**config.mk**
```make
export PLATFORM = sky130hd
export DESIGN_NAME = pattern_detector
export DESIGN_NICKNAME = d
export VERILOG_FILES = /design/src/rtl/pattern_detector_pkg.sv /design/src/rtl/pd_shift_window.sv /design/src/rtl/pattern_detector.sv
export SDC_FILE = /design/constraint.sdc
export NUM_CORES = 1
export LEC_CHECK = 0
export CAP_MARGIN = 20
export CORE_MARGIN = 4
export CORE_UTILIZATION = 55
export CTS_BUF_LIST = sky130_fd_sc_hd__clkbuf_8
export DETAILED_ROUTE_END_ITERATION = 10
export DONT_BUFFER_PORTS = 1
export GPL_TIMING_DRIVEN = 0
export PLACE_DENSITY = 0.73
export RECOVER_POWER = 25
export SKIP_LAST_GASP = 1
export SLEW_MARGIN = 40
export SYNTH_ARGS = -nofsm -noshare
export SYNTH_HDL_FRONTEND = slang
export SYNTH_SLANG_ARGS = --single-unit
export TNS_END_PERCENT = 5
```
**constraint.sdc**
```tcl
create_clock -name clk -period 2.25 [get_ports clk]
set_input_delay 0.3375 -clock clk [delete_from_list [all_inputs] [get_ports clk]]
set_output_delay 0.3375 -clock clk [all_outputs]
set_load 0.02 [all_outputs]
```
**src/rtl/pattern_detector_pkg.sv**
```systemverilog
// Shared defaults and width helper for the programmable serial pattern detector.
package pattern_detector_pkg;

  localparam int unsigned DEF_MAX_LEN = 16;
  localparam logic [15:0] DEF_PATTERN = 16'b10010;
  localparam int unsigned DEF_LENGTH  = 5;
  localparam logic        DEF_OVERLAP = 1'b1;

  // Width needed to hold a length in the range 0..max_len inclusive.
  function automatic int unsigned len_w(input int unsigned max_len);
    return $clog2(max_len + 1);
  endfunction

endpackage

```
**src/rtl/pd_shift_window.sv**
```systemverilog
// History shift register and saturating fill counter for the pattern detector.
module pd_shift_window
  import pattern_detector_pkg::*;
#(
  parameter int unsigned MAX_LEN = DEF_MAX_LEN,
  parameter int unsigned LW      = len_w(MAX_LEN)
) (
  input  logic               clk,
  input  logic               rst_n,
  input  logic               shift,
  input  logic               restart,
  input  logic               clear,
  input  logic               data_in,
  output logic [MAX_LEN-1:0] cand,
  output logic [LW-1:0]      fill
);

  logic [MAX_LEN-1:0] hist;

  assign cand = {hist[MAX_LEN-2:0], data_in};

  // NOTE: sequential state uses non-blocking assignments so every register
  // samples pre-edge values regardless of statement order.
  always_ff @(posedge clk) begin
    if (!rst_n) begin
      hist <= '0;
      fill <= '0;
    end else if (clear) begin
      hist <= '0;
      fill <= '0;
    end else if (shift) begin
      hist <= cand;
      if (restart) begin
        fill <= '0;
      end else if (fill != LW'(MAX_LEN)) begin
        fill <= fill + 1'b1;
      end
    end
  end

endmodule

```
**src/rtl/pattern_detector.sv**
```systemverilog
// Runtime-programmable serial pattern detector with saturating match counter.
module pattern_detector
  import pattern_detector_pkg::*;
#(
  parameter int unsigned        MAX_LEN = DEF_MAX_LEN,
  parameter int unsigned        CNT_W   = 16,
  parameter logic [MAX_LEN-1:0] DEF_PAT = MAX_LEN'(DEF_PATTERN),
  parameter int unsigned        DEF_LEN = DEF_LENGTH,
  parameter logic               DEF_OVL = DEF_OVERLAP
) (
  input  logic                      clk,
  input  logic                      rst_n,
  input  logic                      data_valid,
  input  logic                      data_in,
  input  logic                      cfg_we,
  input  logic [MAX_LEN-1:0]        cfg_pattern,
  input  logic [len_w(MAX_LEN)-1:0] cfg_len,
  input  logic                      cfg_overlap,
  input  logic                      clr_cnt,
  output logic                      match,
  output logic [CNT_W-1:0]          match_cnt,
  output logic                      cfg_err,
  output logic                      armed
);

  localparam int unsigned LW = len_w(MAX_LEN);

  logic [MAX_LEN-1:0] pat;
  logic [LW-1:0]      len;
  logic               ovl;
  logic [MAX_LEN-1:0] cand;
  logic [LW-1:0]      fill;
  logic [MAX_LEN-1:0] mask;
  logic               cfg_ok;
  logic               cfg_load;
  logic               shift;
  logic               pat_eq;
  logic               enough;
  logic               hit;

  assign cfg_ok   = (cfg_len != '0) && (cfg_len <= LW'(MAX_LEN));
  assign cfg_load = cfg_we && cfg_ok;
  // A valid bit arriving with an accepted config write is discarded.
  assign shift    = data_valid && !cfg_load;

  // NOTE: default first so no path through the block leaves mask unassigned,
  // which would otherwise infer a latch.
  always_comb begin
    mask = '0;
    for (int i = 0; i < MAX_LEN; i++) begin
      mask[i] = (i < int'(len));
    end
  end

  assign pat_eq = ((cand ^ pat) & mask) == '0;
  assign enough = ((LW+1)'(fill) + (LW+1)'(1)) >= (LW+1)'(len);
  assign hit    = shift && pat_eq && enough;
  assign armed  = (fill >= len);

  pd_shift_window #(
    .MAX_LEN (MAX_LEN),
    .LW      (LW)
  ) u_window (
    .clk     (clk),
    .rst_n   (rst_n),
    .shift   (shift),
    .restart (hit && !ovl),
    .clear   (cfg_load),
    .data_in (data_in),
    .cand    (cand),
    .fill    (fill)
  );

  always_ff @(posedge clk) begin
    if (!rst_n) begin
      pat       <= DEF_PAT;
      len       <= LW'(DEF_LEN);
      ovl       <= DEF_OVL;
      match     <= 1'b0;
      cfg_err   <= 1'b0;
      match_cnt <= '0;
    end else begin
      match   <= hit;
      cfg_err <= cfg_we && !cfg_ok;
      if (cfg_load) begin
        pat <= cfg_pattern;
        len <= cfg_len;
        ovl <= cfg_overlap;
      end
      // Clearing still counts a hit landing in the same cycle.
      if (clr_cnt) begin
        match_cnt <= hit ? CNT_W'(1) : '0;
      end else if (hit && (match_cnt != '1)) begin
        match_cnt <= match_cnt + 1'b1;
      end
    end
  end

endmodule

```
Yosys cells after proc, flatten, opt, wreduce, memory -nomap -nowiden
Cells that the tools add are included.

$lt $le $gt $ge: 19. Equal/unequal tests: 2. Mux-type cells: 5. Bitwise gates (word level): 3. Reductions and logical operators: 17. $add $sub $neg: 3.

Operator list (number): 4-bit by 5-bit less-than comparator with 1-bit output, first input constant (8); 16-bit 2-to-1 mux (2); 3-bit by 5-bit less-than comparator with 1-bit output, first input constant (4); 16-bit by 1-bit adder with 16-bit output, second input constant (1); 16-bit AND (1); 16-bit logical NOT (1); 16-bit != test, second input constant (1); 16-bit bitwise XOR (1); 1-bit by 5-bit less-than comparator with 1-bit output, first input constant (2); 2-bit by 5-bit less-than comparator with 1-bit output, first input constant (2); 5-bit 2-to-1 mux (2); 1-bit logical AND (8); 5-bit by 1-bit adder with 6-bit output, second input constant (1); 6-bit by 5-bit >= comparator with 1-bit output (1); 5-bit by 1-bit adder with 5-bit output, second input constant (1); 5-bit >= comparator (1); 5-bit less-or-equal comparator, second input constant (1); 5-bit != test, second input constant (1); 5-bit nonzero test (1); 2-bit nonzero test (2); 1-bit logical NOT (3); 2-bit AND reduction (1); 2-bit OR reduction (1); 1-bit 2-to-1 mux (1); 1-bit NOT (1).

Output and inout bits: 19. Register bits after elaboration: 60. Logic and storage cells: 57. Input bits: 28.

Logic depth before layout (Yosys ltp)
Depth in word-level cells: 10. Gate-level depth with buffers: 10. Depth with buffers taken out: 10.

Cells and area by module
Synthesis repeated with hierarchy kept, for this count alone.

Cell total of the unflattened synthesis: 383. Area total of the unflattened synthesis: 3216.8 µm².

By module, submodules not included: pattern_detector (times used 1, sequential area each 800.8 µm², area each 2382.3 µm², cells each 297); pd_shift_window (times used 1, sequential area each 400.4 µm², area each 834.6 µm², cells each 86).

Least setup slack after synthesis
No wires, ideal clock.

Kind: register -> register. Start point: reg u_window.fill[0]. End point: reg match_cnt[3]. Required time: 2178 ps. Path buffers: 0. Path slack: -247 ps. Clock period less this slack: 2497 ps. Arrival time: 2425 ps. Setup time: 72 ps. Cell stages (with the launch flop): 11. Cell sequence: dfxtp_1 -> inv_1 -> ha_1 -> ha_1 -> o21a_1 -> a211oi_1 -> o21a_1 -> nand4bb_4 -> nor4_4 -> and4_1 -> mux2i_1.

Longest elaborated chain between the ends: 5.

RTL lines: from (decl) (line pd_shift_window.sv:15) `output logic [LW-1:0] fill`; from (signal assigned) (line pd_shift_window.sv:36) `fill <= fill + 1'b1;`; 5-bit by 1-bit adder with 6-bit output (line pattern_detector.sv:56) `assign enough = ((LW+1)'(fill) + (LW+1)'(1)) >= (LW+1)'(len);`; 6-bit by 5-bit >= comparator with 1-bit output (line pattern_detector.sv:56); 1-bit logical AND (line pattern_detector.sv:57) `assign hit = shift && pat_eq && enough;`; 1-bit logical AND (line pattern_detector.sv:93) `end else if (hit && (match_cnt != '1)) begin`; 2-bit nonzero test (no line); to (signal assigned) (line pattern_detector.sv:92) `match_cnt <= hit ? CNT_W'(1) : '0;`; to (signal assigned) (line pattern_detector.sv:94) `match_cnt <= match_cnt + 1'b1;`; to (decl) (line pattern_detector.sv:21) `output logic [CNT_W-1:0] match_cnt,`.

Every way passes these cells. A chain may end at the register's enable or synchronous reset.

Worst setup path in the final report
Start point: reg u_window.fill[1]. End point: reg u_window.fill[2].

Longest elaborated chain between the ends: 6. Elaborated cells on any way between the ends: 10. Classes of those cells: add/sub (2); order compare (1); eq/ne (1); mux (2); reduce/logical (4).

RTL lines: 5-bit by 1-bit adder with 6-bit output (line pattern_detector.sv:56); 6-bit by 5-bit >= comparator with 1-bit output (line pattern_detector.sv:56); 1-bit logical AND (line pattern_detector.sv:57); 1-bit logical AND (line pattern_detector.sv:67) `.restart (hit && !ovl),`; 2-bit nonzero test (no line); 2-bit AND reduction (no line).

Several ways; a longest one is shown, not always the timed one. The select of a mux whose other input is x is not followed.

==> results.toml <==
[run_status]
status = "finished, violations left"
violations = "negative setup slack"

[sta]
skew_ns = 0.0109
drv_slew = 0
hold_viol = 0
period_needed_ns = 2.51
max_freq_mhz = 399
finalSetupViolCount = 21
hold_slack_ns = 0.124
max-slew-margin-rel_pct = 46.7
rsz0062_at_grt = "true"
tightest_slew_ns = 0.792
fin_setup_tns_ns = -3.20
layout_setup_ws_ns = -0.257
finalCritPeriodShare_pct = 111

[clock_tree]
cts_tree = "built"
clk_latency_ns = 0.34
clk_path_buf_depth = 2
cts_sinks = 60
cts_made_buffers = 9
cts_root_buf = "clkbuf_8"
clkSlewWorstSetupHoldPaths_ns = 0.07
ctsHtreeMaxLevel = 3
cts_hold_buffers = 0

[floorplanning]
floorplan.initialDensity_pct = 57.4
coreArea_um2 = 5570
rows = 27
die-area_um2 = 7100
die_h_um = 84.3
ios = 47
die_w_um = 84.3

[logic_synthesis]
yosysWarnings = 0
synthArstFlopShare_pct = 0
synth_edf_count = 0
synth-seq-cells = 60
synth.avg_cell_area_um2 = 8.74
syn-num-nets = 407
netlist_area_um2 = 3200
ys.flop_type = "dfxtp_1"
synth_cell_type_count = 54
yosysSeqAreaShare_pct = 37.5
netlist_instances = 366

[global_routing]
antenna_found_initial = 0
grt_max_degree = 11
grt_pass1_wl_mm = 12.0
groute.usage.overall_pct = 20.9
gr-total-overflow = 0
grt_pass1_vias = 2569

[detailed_routing]
num_vias = 2649
route.met3.wl_um = 451
ant_nets = 0
via_per_inst = 5.77
route.detailed.drc = 0
drt-met1-wl_mm = 3.10
wl_met2_mm = 3.42
finalWirelength_mm = 7.11
wire_per_inst_um = 15.5
drtIter0Drc = 92
highest_layer = "met4"
drt_first_pass_iters = 4

[pwr]
combPwrFrac_pct = 11.4
power.density_nw_per_um2 = 641
p_int_mw = 1.73
power_switching_uw = 600
clkPwrFrac_pct = 40.9
peakVddDrop_uv = 430
p_sw_share_pct = 25.8
power_leakage_nw = 1.42
seqPwrFrac_pct = 47.7
power.total_mw = 2.33

[setup_path]
critPathKind = "reg -> reg"
cp_data_arrival_time_ns = 2.73
timing.rr.start = "u_window.fill[1]"
worstSetupEndpointType = "register"
cp-startpoint = "u_window.fill[1]"
crit_required_ns = 2.48
ff2ff_path_depth = 10
r2r_setup_slack_ns = -0.26
crit_end = "u_window.fill[2]"
crit_fanout = 5
startpoint_type = "register"
worst_r2r_endpoint = "u_window.fill[2]"

[placed_design]
dp_slack_ns = -0.449
place_inst = 438
port_buffers = 0
place.gp.congestion = 0.843
dp_hpwl_mm = 5.26

[final_layout]
diodes = 0
area_growth_pct = 13.5
drive_gt1_share_pct = 13.7
fin_cells = 459
nets = 423
num-fill-cells = 473

[job]
drv_cap = 0

[hold_path]
hp-class = "in -> reg"
==> critical path, cell delays in order (launching register included) <==
cell	delay (ns)
dfxtp_4	0.37
ha_4	0.18
xor2_1	0.14
ha_1	0.27
o21a_1	0.11
a211oi_1	0.07
o21a_1	0.23
nand4bb_4	0.29
nor4_4	0.43
a21oi_1	0.07
a31o_2	0.23
==> power by group through the flow <==
stage	Combinational, mW	Sequential [mW]	Clock, mW
6_report	0.264	1.11	0.952
5_1_grt	0.294	1.11	1.03
4_1_cts	0.259	1.11	0.978
3_5_place_dp	0.244	1.14	0
3_3_place_gp	0.240	1.13	0
2_1_floorplan	0.196	1.13	0
==> metal layers <==
layer,vias to the layer above,global-route usage [%]
met5,-,0
li1,1311,-
met3,15,6.77
met4,0,9.06
met1,1247,25.7
met2,76,33.4
==> cell families after synthesis <==
family	after synthesis	synth area share [%]
AOI/OAI and AO/OA	67	15.2
DFF	60	37.5
xor gates and xnor gates	26	7.11
and+or+nand+nor	152	24.7
muxes	22	7.04
buffers and inverters	26	3.32
adders and majority gates	13	5.08
==> flip-flops by register name (all words and copies together) (netlist names) <==
register       cells
u_window.fill      5
match              1
len                5
cfg_err            1
ovl                1
pat               16
match_cnt         16
u_window.hist     15
==> cells in the final DEF, fill, tap and decap left out, types with 3 or more instances in the layout <==
| master | count |
|---|---|
| ha_1 | 11 |
| inv_1 | 8 |
| o21ai_0 | 8 |
| a21boi_0 | 17 |
| and4_1 | 4 |
| clkbuf_8 | 10 |
| buf_1 | 3 |
| o21a_1 | 6 |
| xor2_1 | 13 |
| inv_2 | 3 |
| nor2_1 | 32 |
| and3_1 | 5 |
| nand3b_1 | 3 |
| a21oi_1 | 10 |
| buf_4 | 5 |
| nand3_1 | 10 |
| a211oi_1 | 3 |
| clkbuf_1 | 10 |
| nand2_1 | 59 |
| a31oi_1 | 3 |
| dfxtp_1 | 57 |
| mux2i_1 | 21 |
| nand4_1 | 5 |
| o211ai_1 | 3 |
| nand2b_1 | 9 |
| xnor2_1 | 11 |
| a31o_2 | 5 |
| nor3_1 | 4 |
==> worst min path at each step <==
stage / to / slack (ns) / cells after the start / startpoint
5_1_grt: pat[4] / 0.1 / 2 / cfg_pattern[4]
4_1_cts: pat[4] / 0.10 / 2 / cfg_pattern[4]
2_1_floorplan: pat[0] / 0.46 / 2 / pat[0]
3_5_place_dp: pat[4] / 0.47 / 2 / cfg_pattern[4]
6_report: pat[1] / 0.12 / 2 / cfg_pattern[1]
3_3_place_gp: pat[0] / 0.46 / 2 / pat[0]
==> timing repair <==
item	in CTS	in global routing
setup endpoints to repair	22	23
pin swaps	4	3
setup buffers	5	0
endpoints found under the hold margin	0	0
gates resized for setup	4	7
==> cell type report <==
class	count	area [um^2]	share of cell area (%)
sequential	60	1210	33.3
multi-input combinational	280	1990	54.7
clock inverter	6	56.3	1.55
clock buffer	10	138	3.79
timing repair buffer	5	37.5	1.03
buffer	17	81.3	2.24
inverter	9	33.8	0.930
tap	72	90.1	2.48
==> metrics by stage <==
step	utilization, %	cell area [um^2]
2_1_floorplan	-	3260
3_3_place_gp	60.2	3350
3_5_place_dp	60.2	3350
4_1_cts	64.6	3600
5_1_grt	65.2	3630
6_report	65.2	3630
==> Yosys cell counts (2+ instances only) <==
cell,instances,area [um^2]
or4_1,2,15.0
buf_1,3,11.3
nor2b_1,2,12.5
nor3b_1,2,15.0
nor4bb_1,2,20.0
clkbuf_1,12,45.0
a21oi_1,10,50.1
and3_1,5,31.3
o21ai_0,8,40.0
nand2b_1,9,56.3
nor4_2,2,25.0
o211ai_1,3,22.5
nand3b_1,3,22.5
nand4_1,5,31.3
a21boi_0,17,128
a31oi_1,3,18.8
mux2i_1,21,210
nor2_1,32,120
nand3_1,11,55.1
a211oi_1,4,30.0
o21a_1,6,45.0
xor2_1,14,123
inv_1,9,33.8
nand2_1,59,221
ha_1,13,163
a31o_2,5,43.8
xnor2_1,12,105
nor3_1,4,20.0
and4_1,4,35.0
dfxtp_1,60,1200
Note: power is estimated with default switching activity, not from simulation.
==> variant 1 (same settings) <==
`CNT_W`: 16 -> 32.
--- a/src/rtl/pattern_detector.sv
+++ b/src/rtl/pattern_detector.sv
@@ -5,3 +5,3 @@
   parameter int unsigned        MAX_LEN = DEF_MAX_LEN,
-  parameter int unsigned        CNT_W   = 16,
+  parameter int unsigned        CNT_W   = 32,
   parameter logic [MAX_LEN-1:0] DEF_PAT = MAX_LEN'(DEF_PATTERN),
Interface: changed (resized match_cnt); port bits go from 47 to 63. The function was not compared with the original's and may differ.
==> variant 1 against the original RTL <==
The run still ends with negative setup slack left. Wire length rose by 32%. Highest routed layer unchanged. Synthesized cell count rose by 26%. Sequential share of layout area rose by 1.2 points. Worst setup slack got worse by 88 ps. Via count rose by 26%. Cell area rose by 23%. Combinational power fell by 14%. Total power rose by 18%. Critical endpoint is now match_cnt[25]$_SDFFE_PN0P_. Sequential cell count rose by 16. Clock skew fell by 3.7 ps. Sequential power rose by 26%. Area after synthesis rose by 20%. Largest power group unchanged.
==> variant 1: results (changes against the original RTL) <==
[pwr]
leakagePower_uw=0.00166  ; was 0.00142 uW

[placed_design]
dp_hpwl_mm=6.61  ; was 5.26 mm
dp_slack_ps=-1120  ; was -449 ps
place_congestion=0.857  ; was 0.843

[layout]
final_nets=526  ; was 423
final_layout_size_suffix_gt1_share_pct=13.5  ; was 13.7%
stdcell_count=586  ; was 459
n_fill_cell=578  ; was 473

[outcome]
status=finished with violations  ; unchanged
violations=negative setup slack  ; unchanged

[logic_synthesis]
yosys-top-cells-area=dfxtp_1 (40%), nand2_1 (7.1%), mux2i_1 (4.9%)  ; was dfxtp_1 (38%), nand2_1 (6.9%), mux2i_1 (6.6%)
syn_nets=503  ; was 407
synth_top_cells_by_count=dfxtp_1 (76), nand2_1 (73), nor2_1 (36)  ; was dfxtp_1 (60), nand2_1 (59), nor2_1 (32)
synthCells=462  ; was 366
ys_seq_area_share_pct=39.5  ; was 37.5%
ys_types=49  ; was 54

[global_route]
grt_max_degree=13  ; was 11
grt_pass1_wl_mm=15.2  ; was 12.0 mm
grt_util_all_layers_pct=22.6  ; was 20.9%

[drt]
drt-initial-drc-count=174  ; was 92

[timing]
finClkSkew_ps=7.25  ; was 10.9 ps
layout_setup_ws_ps=-345  ; was -257 ps
tns_ps=-7200  ; was -3200 ps
setup_viol=37  ; was 21
worst_slew_pin_slew_ps=741  ; was 792 ps

[critical_path]
crit_fanout=10  ; was 5

==> variant 1: cell types whose count changed after synthesis, moves of 6 or more <==
| cell | before | now |
|---|---|---|
| nand2_1 | 59 | 73 |
| dfxtp_1 | 60 | 76 |
| and3_1 | 5 | 12 |
| nand3_1 | 11 | 25 |
| or3_1 | 1 | 7 |
| clkbuf_1 | 12 | 23 |
| o21ai_0 | 8 | 18 |
==> variant 1: metal layers <==
| layer | wire [um] | track usage [%] | share of wire, % | vias to the layer above |
|---|---|---|---|---|
| met1 | 4330 | 29.6 | 46 | 1560 |
| met2 | 4230 | 35.5 | 45 | 102 |
| met4 | 171 | 8.17 | 1.8 | 0 |
| li1 | - | - | - | 1661 |
| met3 | 673 | 6.40 | 7.2 | 16 |
| met5 | 0 | 0 | 0 | - |
==> variant 1: where the power goes <==
group	total [uW]	leakage, uW	switching (uW)	internal [uW]
Combinational	228	0.000923	131	97.0
Clock	1130	0.000117	497	634
Sequential	1400	0.000620	29.6	1370
Total	2760	0.00166	657	2100
==> variant 1: area by class of cell <==
class	count	area (um2)	share of cell area [%]
clock inverters	3	42.5	0.952
well taps	96	120	2.69
clock buffers	13	179	4.01
inverters	10	37.5	0.840
flip-flops and latches	76	1540	34.5
plain buffers	20	92.6	2.07
multi-input cells	352	2340	52.3
repair buffers	16	120	2.69
==> variant 1: path summary, 6_finish.rpt <==
check	from	endpoint	slack, ps	depth (start not counted)
max	u_window.hist[6]$_SDFFE_PP0P_	match_cnt[25]$_SDFFE_PN0P_	-340	9
min reg2reg	ovl$_SDFFE_PN1P_	ovl$_SDFFE_PN1P_	470	2
min	cfg_we	cfg_err$_SDFF_PN0_	110	2
max reg2reg	u_window.hist[6]$_SDFFE_PP0P_	match_cnt[25]$_SDFFE_PN0P_	-340	9
==> variant 1: cells by family (layout without fill, tap and decap cells) <==
group / Yosys count / after routing / share of synthesized area, %
AOI/OAI and AO/OA: 83 / 83 / 14.1
xor gates and xnor gates: 33 / 33 / 7.51
adders and majority gates: 13 / 13 / 4.23
buffers and inverters: 34 / 62 / 3.32
DFF: 76 / 76 / 39.5
muxes: 20 / 20 / 5.30
and+or+nand+nor: 203 / 203 / 26.0
==> variant 1: what timing repair did <==
item / in CTS / in global routing
hold buffers: 0 / 0
setup buffers: 11 / 4
pin swaps: 6 / 5
gates resized for setup: 19 / 25
endpoints found under the setup margin: 39 / 39
gates cloned: 1 / 0
==> variant 1: critical path: stages, from the launching register on <==
cell and delay (ps):
dfxtp_2 340, xor2_2 190, a21o_1 190, a31o_1 190, a221o_1 350, nor4b_4 340, buf_4 210, nand2_8 80
or4_4 530, a21oi_2 120
==> variant 2 (config.mk and constraints unchanged) <==
Without the edit above. Make the reset (`rst_n`) asynchronous in 2 clocked blocks.
--- a/src/rtl/pd_shift_window.sv
+++ b/src/rtl/pd_shift_window.sv
@@ -23,3 +23,3 @@
   // samples pre-edge values regardless of statement order.
-  always_ff @(posedge clk) begin
+  always_ff @(posedge clk or negedge rst_n) begin
     if (!rst_n) begin
--- a/src/rtl/pattern_detector.sv
+++ b/src/rtl/pattern_detector.sv
@@ -73,3 +73,3 @@
 
-  always_ff @(posedge clk) begin
+  always_ff @(posedge clk or negedge rst_n) begin
     if (!rst_n) begin
Function: differs if rst_n is asserted again (counterexample within 4 cycles, from zero or initial values and one cycle with rst_n low); with rst_n held inactive, the same outputs for 10 cycles.
==> variant 2 against the original RTL <==
Area after synthesis up 3.5%. Critical path depth up 1. Critical endpoint is now u_window.fill[3]$_DFFE_PN0P_. The flow still finishes with violations (negative setup slack). Die area rose by 3.1%. Count of clock-buffer cells in the layout fell by 1. Cell area increased by 4.4%. Wire length grew 1.3%. Sequential cell count is the same. Synthesized cell count is 8.7% lower. Worst setup slack gained 110 ps.
Power is not compared: it rests on default switching activity, and its combinational part moved more than twofold at a synthesized area within 25%.
==> variant 2: results (changes against the original RTL) <==
[logic_synthesis]
synth-adder-area-share_pct=4.91  ; was 5.08%
ys_async_sr_fraction_pct=100  ; was 0%
synth_top_cells_by_count=dfrtp_1 (55), nor2_1 (29), a21oi_1 (28)  ; was dfxtp_1 (60), nand2_1 (59), nor2_1 (32)
ys_seq_area_share_pct=45.5  ; was 37.5%
synth_compound_area_share_pct=12.4  ; was 15.2%
yosys-top-cells-area=dfrtp_1 (42%), mux2_2 (6.5%), ha_1 (4.9%)  ; was dfxtp_1 (38%), nand2_1 (6.9%), mux2i_1 (6.6%)
avgSynthCellArea_um2=9.92  ; was 8.74 um2
synth-xor-area-share_pct=5.55  ; was 7.11%
ys_types=40  ; was 54
synth_mux_area_share_pct=11.3  ; was 7.04%
syn_nets=375  ; was 407
synth_flop_cell=dfrtp_1  ; was dfxtp_1

[timing]
tns_ps=-2320  ; was -3200 ps
layout_setup_ws_ps=-147  ; was -257 ps
worst_slew_pin_slew_ps=1470  ; was 792 ps
setup_viol=22  ; was 21
finClkSkew_ps=12.0  ; was 10.9 ps
worst_hold_slack_ps=113  ; was 124 ps

[critical_path]
critPathArrivalTime_ps=2650  ; was 2730 ps
crit_fanout=10  ; was 5
regToRegStartpoint=u_window.fill[0]$_DFFE_PN0P_  ; was u_window.fill[1]$_SDFFE_PP0P_
r2r-end=u_window.fill[3]$_DFFE_PN0P_  ; was u_window.fill[2]$_SDFFE_PP0P_
crit_slowest_cell=dfrtp_2  ; was nor4_4
reg2reg_depth=11  ; was 10
crit_family=compound AO/OA/AOI/OAI gates  ; was simple AND/OR/NAND/NOR gates
crit_path_max_incr_delay_ps=470  ; was 430 ps

[layout]
reg_top3=match_cnt x16, pat x16, u_window.hist x15  ; unchanged
n_fill_cell=487  ; was 473
final_layout_size_suffix_gt1_share_pct=20.1  ; was 13.7%
final_nets=400  ; was 423
stdcell_count=439  ; was 459

[global_route]
gr-usage-met1_pct=28.7  ; was 25.7%
met2_usage_pct=32.2  ; was 33.4%
grt_pass1_vias=2503  ; was 2569
grt_util_all_layers_pct=21.1  ; was 20.9%
grt_max_degree=61  ; was 11
grt_pass1_wl_mm=12.1  ; was 12.0 mm
use_met3_pct=6.82  ; was 6.77%

[worst_hold_path]
min_to=len[2]$_DFFE_PN1P_  ; was pat[1]$_SDFFE_PN1P_
worstHoldStart=cfg_len[2]  ; was cfg_pattern[1]

[drt]
viasPerCell=5.89  ; was 5.77
wl_met3_um=357  ; was 451 um
drt-initial-drc-count=209  ; was 92
wl_per_cell_um=16.4  ; was 15.5 um
route.met2.wl_mm=3.43  ; was 3.42 mm
met1_length_mm=3.32  ; was 3.10 mm

[placed_design]
dpl_cell_area_um2=3450  ; was 3350 um2
dp_hpwl_mm=5.04  ; was 5.26 mm
place_congestion=0.904  ; was 0.843
dp_cells=409  ; was 438
dp_slack_ps=-331  ; was -449 ps

[outcome]
violations=negative setup slack  ; unchanged
status=finished with violations  ; unchanged

[clock_network]
clockRootBuffer=clkbuf_8  ; unchanged

-- variant 2: cell count changes after synthesis, moves of 17 or more --
cell,delta
dfrtp_1,+55
o21ai_0,+17
mux2_2,+19
a21oi_1,+18
dfxtp_1,-60
nand2_1,-44
-- variant 2: cell type report --
class	instances	area share, %
buffer	18	2.31
clock buffer	9	3.27
clock inverter	7	1.45
inverter	9	0.956
multi-input combinational	248	47.2
sequential	60	39.8
tap	75	2.47
timing repair buffer	13	2.57
-- variant 2: through the flow --
stage | power, uW | utilization, %
after global routing | 3350 | 64.5
after floorplan | 1950 | -
after detailed placement | 2120 | 58.6
after CTS | 3120 | 64.0
after global placement | 2090 | 58.6
final | 3150 | 64.5
-- variant 2: what timing repair did --
item	in CTS	in global routing
resized for setup	12	5
setup buffers	7	4
pin swaps	2	1
hold buffers	2	0
setup endpoints to repair	23	33
hold endpoints to repair	60	0
cloned	1	0
